$ cat config.mk
export PLATFORM = sky130hd
export DESIGN_NAME = uart_rx_fifo
export DESIGN_NICKNAME = d
export VERILOG_FILES = /design/src/rtl/uart_pkg.sv /design/src/rtl/uart_fifo_mem.sv /design/src/rtl/uart_rx_fifo.sv
export SDC_FILE = /design/constraint.sdc
export NUM_CORES = 1
export LEC_CHECK = 0
export BUFFER_PORTS_ARGS = -buffer_cell sky130_fd_sc_hd__buf_4
export CORE_ASPECT_RATIO = 1.5
export CORE_UTILIZATION = 45
export CTS_BUF_LIST = sky130_fd_sc_hd__clkbuf_4 sky130_fd_sc_hd__clkbuf_8 sky130_fd_sc_hd__clkbuf_16
export DETAILED_ROUTE_END_ITERATION = 10
export HOLD_SLACK_MARGIN = 0.12
export PLACE_DENSITY = 0.72
export SETUP_SLACK_MARGIN = 0.1
export SYNTH_ARGS = -nofsm -noshare
export SYNTH_HDL_FRONTEND = slang
export SYNTH_SLANG_ARGS = --single-unit
$ cat constraint.sdc
create_clock -name clk -period 3.5 [get_ports clk]
set_clock_uncertainty 0.15 [all_clocks]
set_input_delay 0.525 -clock clk [delete_from_list [all_inputs] [get_ports clk]]
set_output_delay 0.525 -clock clk [all_outputs]
set_load 0.01 [all_outputs]
$ cat src/rtl/uart_pkg.sv
// Shared UART constants and types used by the receive path.
package uart_pkg;

  localparam int FREQ            = 50_000_000;
  localparam int BAUD            = 9600;
  localparam int UART_BYTE_W     = 8;
  localparam int UART_FIFO_DEPTH = 16;

  typedef logic [UART_BYTE_W-1:0] uart_byte_t;

endpackage

$ cat src/rtl/uart_fifo_mem.sv
// DEPTH x WIDTH register array: one synchronous write port, one asynchronous read port.
module uart_fifo_mem #(
  parameter int DEPTH = 16,
  parameter int WIDTH = 8
) (
  input  logic                     clk,
  input  logic                     we,
  input  logic [$clog2(DEPTH)-1:0] waddr,
  input  logic [WIDTH-1:0]         wdata,
  input  logic [$clog2(DEPTH)-1:0] raddr,
  output logic [WIDTH-1:0]         rdata
);

  logic [WIDTH-1:0] mem [DEPTH];

  // Storage is deliberately left unreset; the control logic gates stale data.
  always_ff @(posedge clk) begin
    if (we) mem[waddr] <= wdata;
  end

  assign rdata = mem[raddr];

endmodule

$ cat src/rtl/uart_rx_fifo.sv
// Show-ahead byte FIFO behind the UART receiver with sticky overrun flag.
// Optional drop counter port is built when UART_RX_FIFO_DROPCNT_EN is defined.
module uart_rx_fifo
  import uart_pkg::*;
#(
  parameter int DEPTH = UART_FIFO_DEPTH,
  parameter int WIDTH = UART_BYTE_W
) (
  input  logic                   clk,
  input  logic                   rst,
  input  logic                   wr_valid,
  input  logic [WIDTH-1:0]       wr_data,
  output logic                   rd_valid,
  output logic [WIDTH-1:0]       rd_data,
  input  logic                   rd_ready,
  output logic                   full,
  output logic                   empty,
  output logic [$clog2(DEPTH):0] count,
  output logic                   overrun,
  input  logic                   overrun_clr
`ifdef UART_RX_FIFO_DROPCNT_EN
  ,
  output logic [7:0]             drop_cnt
`endif
);

  localparam int AW = $clog2(DEPTH);
  localparam int CW = AW + 1;

  logic [AW-1:0]    wr_ptr, rd_ptr;
  logic [WIDTH-1:0] mem_rdata;
  logic             push, pop, drop;

  assign empty    = (count == '0);
  assign full     = (count == CW'(DEPTH));
  assign rd_valid = !empty;
  assign pop      = rd_valid && rd_ready;
  // A pop in the same cycle frees a slot, so a full FIFO can still accept.
  assign push     = wr_valid && (!full || pop);
  assign drop     = wr_valid && full && !pop;
  assign rd_data  = empty ? '0 : mem_rdata;

  uart_fifo_mem #(.DEPTH(DEPTH), .WIDTH(WIDTH)) u_mem (
    .clk  (clk),
    .we   (push),
    .waddr(wr_ptr),
    .wdata(wr_data),
    .raddr(rd_ptr),
    .rdata(mem_rdata)
  );

  always_ff @(posedge clk or posedge rst) begin
    if (rst) begin
      wr_ptr <= '0;
      rd_ptr <= '0;
      count  <= '0;
    end else begin
      if (push) wr_ptr <= wr_ptr + AW'(1);
      if (pop)  rd_ptr <= rd_ptr + AW'(1);
      case ({push, pop})
        2'b10:   count <= count + CW'(1);
        2'b01:   count <= count - CW'(1);
        default: count <= count;
      endcase
    end
  end

  // Set has priority over clear so a drop is never lost to a simultaneous clear.
  always_ff @(posedge clk or posedge rst) begin
    if (rst)              overrun <= 1'b0;
    else if (drop)        overrun <= 1'b1;
    else if (overrun_clr) overrun <= 1'b0;
  end

`ifdef UART_RX_FIFO_DROPCNT_EN
  always_ff @(posedge clk or posedge rst) begin
    if (rst)                 drop_cnt <= 8'd0;
    else if (drop)           drop_cnt <= overrun_clr ? 8'd1 :
                                         (drop_cnt == 8'hFF) ? drop_cnt : drop_cnt + 8'd1;
    else if (overrun_clr)    drop_cnt <= 8'd0;
  end
`else
  // No drop counter in this build; overrun alone records lost bytes.
`endif

endmodule

==> results.cfg, run 1 <==
[sta]
fin_tns_setup_ps = 0
worst_slew_pin_slew_ps = 620
max_freq_ghz = 0.323
grt_setup_unrepaired = no
whs_ps = 150
finalMaxSlewViolations = 0
relSlewSlack = 0.587
period_share = 0.885
setup_violations = 0
min_period_ps = 3100
hold_violations = 0

[routing]
dr.max_layer_used = met4
dr_total_vias = 3048
wl_per_cell_um = 22.5
first_pass_iters = 5
drtAntennaViolNets = 0
totalWireLength_um = 11800
drc = 0
wl_met3_um = 627
dr_wl_met2_um = 6160
wl_met1_um = 4840
drtIter0Drc = 202
vias_per_cell = 5.79

[setup_path]
crit-reg2reg-launch = count[1]$_DFFE_PP0P_
cp.required_ps = 2820
path_class = flip-flop to output pin
worstRegToRegCells = 8
crit_arrival_ps = 2420
critPathLaunchType = flip-flop
crit_path_start = rd_ptr[1]$_DFFE_PP0N_
critPathMaxFanout = 22
crit_path_end_kind = output pin

[pwr]
power_frac_comb = 0.296
netSwitchingFraction = 0.299
power_density_nw_per_um2 = 849
ir_drop_mv = 0.455
net-switching-power_mw = 1.78
p_clk_frac = 0.323
p_leak_nw = 2.45
intPower_mw = 4.18
p_seq_frac = 0.381

[worst_hold_path]
hp-start = overrun_clr
hold_class = input pin to flip-flop
min_path_cells = 2

[synthesis]
ys_warn_count = 0
synth-main-ff-cell = edfxtp_1
synth_commonest_cells = edfxtp_1, mux4_2, dfrtp_1
ys_ff_latch = 142
yosysTopAreaCellShare = 0.647
synth.area.top_cells = edfxtp_1, mux4_2, dfrtp_1
synth_cell_types = 42
syn-cell-area_um2 = 5940
synth_fp_nets = 330
synth_top_area_cell = edfxtp_1
synth_async_sr_flop_share = 0.0986
synth-edff-count = 128
avgSynthCellArea_um2 = 19.2
yosysMostFrequentCell = edfxtp_1
synthCells = 310
ys_seq_area_frac = 0.706

[layout]
drive_above_1_share = 0.322
syn2layout_area_growth_pct = 18.1
fin_nets = 374
antenna_cells = 0
stdcell_count = 526

[placed_design]
hpwl_um = 7480
portBuffers = 29
dp_cells = 493
place_congestion = 0.701

[floorplan]
die_w_um = 95.8
fp.coreArea_um2 = 13000
die-area_um2 = 13700
die_y_um = 143
boundaryPins = 30
start_util = 0.458
rows = 51

[global_routing]
grt_util_all_layers = 0.190
grt_max_degree = 25
grt_pass1_vias = 3113
grt_pass1_wl_um = 17900
antenna_found_initial = 0
overflow = 0

[clock_tree]
ctsLongestPathBuffers = 2
cts_buffers = 17
insertion_delay_ps = 410
cts_resized = 0
clock-sinks = 142
htree_levels = 4
cts.clk_slew.worst_paths_ps = 60
cts_root_buf = clkbuf_16
cts_tree = yes

[job]
max_cap_viol_count = 0

[outcome]
outcome = finished clean
-- per-layer routing --
metal,global-route usage,vias up
met2,0.315,107
met4,0.0621,0
met1,0.239,1581
met3,0.0543,20
li1,-,1340
met5,0,-
-- per-stage QoR --
step	worst slack, ps	power (mW)	cell area (um2)	utilization
global route	264	6.23	7010	0.541
global placement	884	4.04	6360	0.491
finish	402	5.95	7010	0.541
CTS	370	6.02	7010	0.541
floorplan	927	3.51	5940	-
detailed placement	782	4.09	6360	0.491
-- cell usage in the layout, fill, tap and decap left out, drive strengths merged, types with 10 or more instances in the layout --
cell,instances
mux2,10
a21oi,11
edfxtp,128
inv,14
mux4,32
buf,42
mux2i,10
clkbuf,18
o21ai,11
dfrtp,14
-- critical path, cell delays in order, from the launching register on --
cell     delay [ps]
dfrtp_1         340
buf_4           350
mux4_1          620
mux2_2          280
o21ai_0         170
a21oi_1          60
buf_4           180
-- cell type report --
| cell class | count | area (um2) |
|---|---|---|
| flip-flops and latches | 142 | 4190 |
| repair buffers | 43 | 325 |
| clock inverters | 14 | 205 |
| inverters | 10 | 37.5 |
| well taps | 159 | 199 |
| multi-input cells | 140 | 1620 |
| clock buffers | 18 | 433 |
| fillers | 977 | 5940 |
-- registers in the layout, indices dropped and copies added, names as in the netlist --
register and cells:
count 5, wr_ptr 4, overrun 1, u_mem.mem 128, rd_ptr 4
-- worst paths after layout --
kind | slack [ps] | to
worst max-delay path | 400 | rd_data[5]
worst min-delay path | 150 | overrun$_DFFE_PP0P_
worst max register to register | 800 | count[4]$_DFFE_PP0P_
worst min register to register | 320 | rd_ptr[3]$_DFFE_PP0N_
max in group asynchronous | 2260 | rd_ptr[0]$_DFFE_PP0N_
min in group asynchronous | 570 | count[1]$_DFFE_PP0P_
-- kinds of logic (layout without fill, tap and decap cells) --
kind of cell	Yosys count	in the layout	share of synthesized area
AO/OA/AOI/OAI	32	32	0.0348
XOR/XNOR	9	9	0.0133
adder cells (fa/ha/maj)	7	7	0.0148
buffers and inverters	28	85	0.0251
flip-flops	142	142	0.706
multiplexers	52	52	0.164
AND/OR/NAND/NOR	40	40	0.0415
-- power by group through the flow --
stage               Sequential [mW]  Clock [mW]  Combinational [mW]
floorplan                      2.21           0                1.30
global placement               2.29           0                1.75
detailed placement             2.30           0                1.78
CTS                            2.27        1.95                1.79
global route                   2.30        2.02                1.92
finish                         2.27        1.93                1.76
-- what timing repair did --
action | 4_1_cts | 5_1_grt
hold buffers | 1 | 0
endpoints found under the hold margin | 14 | 0
buffers inserted | 0 | 0
endpoints found under the setup margin | 0 | 0
(Power assumes the default switching activity.)
==> run 2: changes to the inputs <==
Settings changed: PLACE_DENSITY 0.72 to 0.73.
==> run 2 against run 1 <==
  * Die area is the same
  * Sequential power is essentially flat
  * Final cell count decreased by 0.38%
  * Fmax up 0.67%
  * Sequential share of layout area is 0.14 points higher
  * Critical path type unchanged
==> results.cfg, run 2 (same netlist as run 1, synthesis figures left out) <==
[routing]
totalWireLength_um = 11300
wl_per_cell_um = 21.6
drc = 0
first_pass_iters = 4
dr_total_vias = 2965
drtAntennaViolNets = 0
vias_per_cell = 5.66
drtIter0Drc = 217

[setup_path]
crit_path_end_kind = output pin
critPathLaunchType = flip-flop
r2r_slack_ps = 790
path_delay_family = multiplexers
crit_path_start = rd_ptr[1]$_DFFE_PP0N_
critPathMaxFanout = 35
cp.required_ps = 2820
critPathBufInv = 2
worstRegToRegCells = 8
max_stage_delay_ps = 590
crit_chain = buf_12 -> mux4_1 -> mux2_2 -> o21ai_0 -> a21oi_1 -> buf_4
crit_arrival_ps = 2400
crit_cells = 6
r2r-end = count[4]$_DFFE_PP0P_
path_class = flip-flop to output pin
cp-endpoint = rd_data[1]
crit_slowest_cell = mux4_1
crit-reg2reg-launch = count[1]$_DFFE_PP0P_

[sta]
finalMaxSlewViolations = 0
period_share = 0.879
fin_tns_setup_ps = 0
max_freq_ghz = 0.325
worst_slew_pin_slew_ps = 666
setup_violations = 0
min_period_ps = 3080
hold_violations = 0
relSlewSlack = 0.556
grt_setup_unrepaired = no

[layout]
layout_commonest_cell = edfxtp_1
syn2layout_area_growth_pct = 17.9
largest-register = u_mem.mem
drive_above_1_share = 0.312
fill_cells = 971
reg_top3 = u_mem.mem (128), count (5)
multi_input_area_um2 = 1620
fin_nets = 372
antenna_cells = 0
seqCellArea_um2 = 4190
fin_util = 0.540
largest_reg_flops = 128
final_cell_mix = edfxtp_1, buf_4, mux4_2
stdcell_count = 524
design_area_um2 = 7000

[global_routing]
grt_pass1_vias = 3086
grt_pass1_wl_um = 17300
grt_util_all_layers = 0.184
antenna_found_initial = 0
grt_max_degree = 36
overflow = 0

[floorplan]
start_util = 0.458
die-area_um2 = 13700
rows = 51
fp.coreArea_um2 = 13000
die_y_um = 143
boundaryPins = 30
die_w_um = 95.8

[clock_tree]
htree_levels = 4
ctsLongestPathBuffers = 2
post-cts-setup-buffers = 0
cts_buffers = 17
cts_root_buf = clkbuf_16
cts.clk_slew.worst_paths_ps = 60
insertion_delay_ps = 420
cts_tree = yes
clock-sinks = 142

[placed_design]
dp_cells = 491
portBuffers = 29
postPlaceCellArea_um2 = 6370
hpwl_um = 7230
place_congestion = 0.790

[pwr]
total_power_mw = 5.88
intPower_mw = 4.17
power_density_nw_per_um2 = 841
power_frac_comb = 0.298
netSwitchingFraction = 0.291
ir_drop_mv = 0.413
net-switching-power_mw = 1.71
p_seq_frac = 0.389
p_clk_frac = 0.314
p_leak_nw = 2.43

[outcome]
outcome = finished clean

[job]
max_cap_viol_count = 0

[worst_hold_path]
hold_class = input pin to flip-flop
run 2: worst min path at each step:
stage / cells past startpoint / startpoint / slack [ps] / endpoint
finish: 2 / overrun_clr / 150 / overrun$_DFFE_PP0P_
global route: 2 / overrun_clr / 140 / overrun$_DFFE_PP0P_
CTS: 2 / overrun_clr / 140 / overrun$_DFFE_PP0P_
detailed placement: 2 / overrun$_DFFE_PP0P_ / 370 / overrun$_DFFE_PP0P_
global placement: 2 / overrun$_DFFE_PP0P_ / 370 / overrun$_DFFE_PP0P_
floorplan: 1 / rst / 260 / count[0]$_DFFE_PP0P_
run 2: cell type report:
class / instances / area share
well taps: 159 / 0.0284
flip-flops and latches: 142 / 0.599
clock inverters: 13 / 0.0245
inverters: 10 / 0.00536
clock buffers: 19 / 0.0629
multi-input cells: 140 / 0.231
repair buffers: 41 / 0.0479
run 2: what timing repair did:
| action | CTS | global route |
|---|---|---|
| gates resized for setup | 0 | 0 |
| endpoints found under the hold margin | 14 | 0 |
| hold buffers | 1 | 0 |
run 2: layer usage:
layer	track usage	routed length (um)	up-vias
met5	0	0	-
met4	0.0699	213	0
met3	0.0501	497	17
met2	0.320	6160	103
met1	0.215	4470	1512
li1	-	-	1333
run 2: power by group through the flow:
stage	clock, mW	sequential (mW)	combinational, mW
4_1_cts	1.87	2.29	1.78
5_1_grt	1.93	2.31	1.92
3_5_place_dp	0	2.32	1.77
6_report	1.84	2.29	1.75
2_1_floorplan	0	2.21	1.30
3_3_place_gp	0	2.30	1.74
run 2: per-stage QoR:
stage	setup WS [ps]	hold WS (ps)
global placement	896	372
floorplan	927	264
CTS	399	139
global route	305	140
finish	423	148
detailed placement	738	373
